File: src/rtl/if_stage_pkg.sv
// Shared fetch-stage definitions: state encoding and PC constants.
// Imported by if_pc_reg and if_stage.
package if_stage_pkg;

    typedef enum logic [1:0] {
        S_REQ  = 2'd0,
        S_HAVE = 2'd1,
        S_KILL = 2'd2
    } fetch_state_t;

    localparam logic [31:0] NOP_INSTR    = 32'h0000_0000;
    localparam logic [31:0] PC_STEP      = 32'd4;
    localparam logic [31:0] RESET_PC_DEF = 32'h0000_0000;

endpackage

File: src/rtl/if_pc_reg.sv
// Fetch PC register: reset/load/hold, next-PC mux and +4 adder.
// Optional misaligned-redirect check under IF_MISALIGN_CHK_EN.
module if_pc_reg
    import if_stage_pkg::*;
#(
    parameter logic [31:0] RESET_PC = RESET_PC_DEF
) (
    input  logic        clk,
    input  logic        rst,
    input  logic        ld,
    input  logic        redir,
    input  logic [31:0] target,
    output logic [31:0] pc,
    output logic [31:0] pc_plus4,
    output logic        err
);

    logic [31:0] pc_q;
    logic [31:0] tgt;
    logic [31:0] nxt;

    assign pc_plus4 = pc_q + PC_STEP;
    assign pc       = pc_q;

`ifdef IF_MISALIGN_CHK_EN
    logic mis;
    logic err_q;

    assign mis = redir && (target[1:0] != 2'b00);
    assign tgt = {target[31:2], 2'b00};
    assign err = err_q;

    // Sticky error on any taken misaligned redirect
    always_ff @(posedge clk) begin
        if (!rst)
            err_q <= 1'b0;
        else if (ld && mis)
            err_q <= 1'b1;
    end
`else
    assign tgt = target;
    assign err = 1'b0;
`endif

    assign nxt = redir ? tgt : pc_plus4;

    // PC register with synchronous reset and load enable
    always_ff @(posedge clk) begin
        if (!rst)
            pc_q <= RESET_PC;
        else if (ld)
            pc_q <= nxt;
    end

endmodule

File: src/rtl/if_stage.sv
// Instruction-fetch stage: imem req/ack handshake, stall buffer, redirect kill.
// Build option: IF_MISALIGN_CHK_EN enables the misaligned-redirect flag.
module if_stage
    import if_stage_pkg::*;
#(
    parameter logic [31:0] RESET_PC = RESET_PC_DEF
) (
    input  logic        clk,
    input  logic        rst,
    input  logic        StallF,
    input  logic        PCSrcD,
    input  logic [31:0] PCBranchD,
    output logic        imem_req,
    output logic [31:0] imem_addr,
    input  logic        imem_ack,
    input  logic [31:0] imem_rdata,
    output logic [31:0] Ins,
    output logic        InsValidF,
    output logic [31:0] PCF,
    output logic [31:0] PCPlus4F,
    output logic        FetchErrF
);

    fetch_state_t state;
    fetch_state_t nstate;

    logic [31:0] ins_buf;
    logic [31:0] kill_addr;
    logic        pc_ld;
    logic        buf_ld;
    logic        kill_ld;

    if_pc_reg #(
        .RESET_PC (RESET_PC)
    ) u_pc (
        .clk      (clk),
        .rst      (rst),
        .ld       (pc_ld),
        .redir    (PCSrcD),
        .target   (PCBranchD),
        .pc       (PCF),
        .pc_plus4 (PCPlus4F),
        .err      (FetchErrF)
    );

    // Handshake next-state, PC load control and output muxing
    always_comb begin
        nstate    = state;
        pc_ld     = 1'b0;
        buf_ld    = 1'b0;
        kill_ld   = 1'b0;
        imem_req  = 1'b0;
        imem_addr = PCF;
        Ins       = NOP_INSTR;
        InsValidF = 1'b0;
        if (rst) begin
            unique case (state)
                S_REQ: begin
                    imem_req = 1'b1;
                    if (imem_ack) begin
                        Ins       = imem_rdata;
                        InsValidF = 1'b1;
                        if (StallF) begin
                            buf_ld = 1'b1;
                            nstate = S_HAVE;
                        end else begin
                            pc_ld = 1'b1;
                        end
                    end else if (PCSrcD) begin
                        pc_ld   = 1'b1;
                        kill_ld = 1'b1;
                        nstate  = S_KILL;
                    end
                end
                S_KILL: begin
                    imem_req  = 1'b1;
                    imem_addr = kill_addr;
                    pc_ld     = PCSrcD;
                    if (imem_ack)
                        nstate = S_REQ;
                end
                S_HAVE: begin
                    Ins       = ins_buf;
                    InsValidF = 1'b1;
                    if (!StallF) begin
                        pc_ld  = 1'b1;
                        nstate = S_REQ;
                    end
                end
                default: nstate = S_REQ;
            endcase
        end
    end

    // Fetch state register
    always_ff @(posedge clk) begin
        if (!rst)
            state <= S_REQ;
        else
            state <= nstate;
    end

    // Buffer for a word acked while the pipeline is stalled
    always_ff @(posedge clk) begin
        if (!rst)
            ins_buf <= NOP_INSTR;
        else if (buf_ld)
            ins_buf <= imem_rdata;
    end

    // Address of the beat being drained after a redirect
    always_ff @(posedge clk) begin
        if (!rst)
            kill_addr <= 32'h0;
        else if (kill_ld)
            kill_addr <= PCF;
    end

endmodule

File: config.mk
export PLATFORM = sky130hd
export DESIGN_NAME = if_stage
export DESIGN_NICKNAME = d
export VERILOG_FILES = /design/src/rtl/if_stage_pkg.sv /design/src/rtl/if_pc_reg.sv /design/src/rtl/if_stage.sv
export SDC_FILE = /design/constraint.sdc
export NUM_CORES = 1
export LEC_CHECK = 0
export BUFFER_PORTS_ARGS = -buffer_cell sky130_fd_sc_hd__buf_4
export CORE_MARGIN = 3
export CORE_UTILIZATION = 47
export CTS_BUF_LIST = sky130_fd_sc_hd__clkbuf_4 sky130_fd_sc_hd__clkbuf_8
export DETAILED_ROUTE_END_ITERATION = 16
export HOLD_SLACK_MARGIN = 0.02
export PLACE_DENSITY = 0.87
export SLEW_MARGIN = 20
export SYNTH_ARGS = -nofsm -noshare
export SYNTH_HDL_FRONTEND = slang
export SYNTH_SLANG_ARGS = --single-unit
File: constraint.sdc
create_clock -name clk -period 2.3 [get_ports clk]
set_input_delay 0.345 -clock clk [delete_from_list [all_inputs] [get_ports clk]]
set_output_delay 0.345 -clock clk [all_outputs]
set_load 0.005 [all_outputs]
==> results.json <==
{
  "setup_viol": 5,
  "clock_skew_ns": 0.0131,
  "intPower_mw": 2.77,
  "vias": 6161,
  "startpoint_type": "flip-flop",
  "synth_edf_count": 0,
  "fmax_mhz": 428,
  "antenna_left": 0,
  "fin_crit_sh": 1.02,
  "grt_max_degree": 86,
  "synth_warnings": 0,
  "drv_cap": 0,
  "synth_cell_types": 55,
  "dp_cells": 1038,
  "io_buffers": 198,
  "routedWlPerCell_um": 17.2,
  "n_antenna_cell": 0,
  "drtPass1Iterations": 5,
  "n_fill_cell": 910,
  "grt.busiest_layer": "met2",
  "synth_seq_area_share": 0.358,
  "setup_ws_ns": -0.0385,
  "min_period_ns": 2.34,
  "dieArea_um2": 13000,
  "use_met2": 0.427,
  "rows": 38,
  "grt_pass1_wl_um": 28200,
  "worst_slew_pin_slew_ns": 0.953,
  "power_leakage_nw": 3.36,
  "drt-total-wl_um": 18400,
  "worst_ep_required_time_ns": 1.96,
  "fp.dieW_um": 114,
  "netSwitchingFraction": 0.292,
  "io_pins": 200,
  "postSynthCellCount": 734,
  "clk_path_buf_depth": 2,
  "synth.top_cell.area_share": 0.358,
  "area_growth_pct": 41.0,
  "peakVddDrop_mv": 0.304,
  "dp_hpwl_um": 12100,
  "layout-drive-gt1-share": 0.380,
  "clock-root-buffer": "clkbuf_8",
  "synth_top_area_cell": "dfxtp_1",
  "grt_use_met1": 0.359,
  "place_congestion": 0.884,
  "grt_setup_unrepaired": "yes",
  "clockPowerShare": 0.292,
  "grt-ovfl-total": 0,
  "final_max_slew_viol_count": 0,
  "syn-num-nets": 804,
  "cts.sinks": 98,
  "ys_seq_elements": 98,
  "drt_iter0_drc": 702,
  "coreArea_um2": 11100,
  "finalPower_mw": 3.92,
  "crit_type": "flip-flop to output pin",
  "antenna_found_initial": 0,
  "clock_latency_ns": 0.36,
  "cts_buffers": 9,
  "first_global_vias": 5560,
  "hold_class": "input pin to flip-flop",
  "layout.cells.non_filler": 1069,
  "htree_levels": 3,
  "combinationalPowerShare": 0.238,
  "ys_async_sr_fraction": 0,
  "seqPwrFrac": 0.470,
  "start_util": 0.493,
  "viasPerCell": 5.76,
  "outcome": "complete, but fails checks",
  "end_kind": "output pin",
  "tritoncts": "done",
  "synth.avg_cell_area_um2": 7.47,
  "ys.flop_type": "dfxtp_1",
  "hold_viol": 0,
  "slew_headroom": 0.365,
  "grt_util_met3": 0.0387,
  "nets": 995,
  "route.detailed.drc": 0,
  "clkSlewWorstSetupHoldPaths_ns": 0.10,
  "netlist_area_um2": 5480,
  "arrival_ns": 1.99,
  "ys_top_cells_by_area": "dfxtp_1, nand2_1, a21oi_1",
  "grtUsageTotal": 0.265,
  "die_height_um": 114,
  "p_per_area_nw_per_um2": 507,
  "violations": "setup timing",
  "critPathMaxFanout": 7,
  "p_switching_mw": 1.14
}
-- synthesized netlist by cell type (9+ instances only) --
library cell and count:
a21oi_1 78, nor2_1 59, nand3_1 22, clkbuf_1 66, o21ai_0 18, nand4_1 11
a22oi_1 36, nand2_1 162, mux2_2 32, xnor2_1 21, and3_1 10, dfxtp_1 98
a31oi_1 9
-- routing by layer --
metal / part of all wire / vias to the layer above
li1: - / 2922
met1: 0.41 / 2861
met2: 0.48 / 337
met3: 0.085 / 41
met4: 0.029 / 0
met5: 0 / -
-- timing repair --
item | in CTS | in global routing
gates resized for setup | 26 | 16
endpoints found under the setup margin | 19 | 55
buffers inserted | 9 | 8
pin swaps | 7 | 10
hold buffers | 0 | 0
-- layout by cell type, fill, tap and decap left out, types with 8 or more instances in the layout --
cell / Yosys / layout
mux2_2: 32 / 32
nand2_1: 162 / 158
dfxtp_1: 98 / 86
a21oi_1: 78 / 78
a31oi_1: 9 / 9
clkbuf_8: 0 / 10
nand4_1: 11 / 11
nand3_1: 22 / 19
dfxtp_2: 0 / 11
a22oi_1: 36 / 36
nor2_1: 59 / 57
and3_1: 10 / 8
o21ai_0: 18 / 18
xnor2_1: 21 / 14
buf_4: 3 / 254
-- metrics by stage --
step           utilization  area [um^2]  setup WS [ns]  hold WS (ns)  TNS (ns)
3_3_place_gp         0.652         7260          0.241         0.439         0
4_1_cts              0.685         7630        -0.0393         0.221    -0.116
5_1_grt              0.695         7730         -0.122         0.224    -0.807
3_5_place_dp         0.652         7260          0.182         0.446         0
2_1_floorplan            -         5480         0.0994         0.434         0
6_report             0.695         7730        -0.0385         0.235    -0.103
-- final timing paths --
kind	cells past startpoint	slack (ns)	to	from
max	6	-0.04	PCPlus4F[29]	u_pc.pc[18]
min	3	0.24	ins_buf[19]	imem_rdata[19]
max reg2reg	6	0.20	u_pc.pc[26]	state[1]
min reg2reg	2	0.46	kill_addr[28]	kill_addr[28]
-- flip-flops by register name (all words and copies together) (netlist names) --
name	count
u_pc.pc	32
kill_addr	32
ins_buf	32
state	2
-- logic make-up after synthesis --
group           synth area share
fa+ha+maj                0.00228
xor+xnor                  0.0447
buf+inv                   0.0634
flops                      0.358
other cells             0.000684
compound gates             0.207
mux                       0.0749
simple gates               0.249
-- cell type report --
class / instances / area, um^2 / share of cell area
inverter: 7 / 26.3 / 0.00340
timing repair buffer: 260 / 2010 / 0.260
multi-input combinational: 549 / 3340 / 0.432
tap: 140 / 175 / 0.0227
sequential: 98 / 1980 / 0.256
clock inverter: 4 / 52.6 / 0.00680
clock buffer: 11 / 145 / 0.0188
-- critical path, stage by stage (launching register included) --
cell	delay, ns
dfxtp_2	0.40
and4_1	0.26
and3_1	0.31
and3_4	0.27
nand2_2	0.09
xnor2_2	0.17
buf_4	0.14
-- power by group through the flow --
| stage | Combinational (mW) | Sequential, mW | Clock [mW] |
|---|---|---|---|
| 2_1_floorplan | 0.436 | 1.85 | 0 |
| 3_3_place_gp | 0.891 | 1.87 | 0 |
| 3_5_place_dp | 0.902 | 1.87 | 0 |
| 4_1_cts | 0.918 | 1.84 | 1.16 |
| 5_1_grt | 1.01 | 1.85 | 1.23 |
| 6_report | 0.931 | 1.84 | 1.14 |
Note: power is estimated with default switching activity, not from simulation.
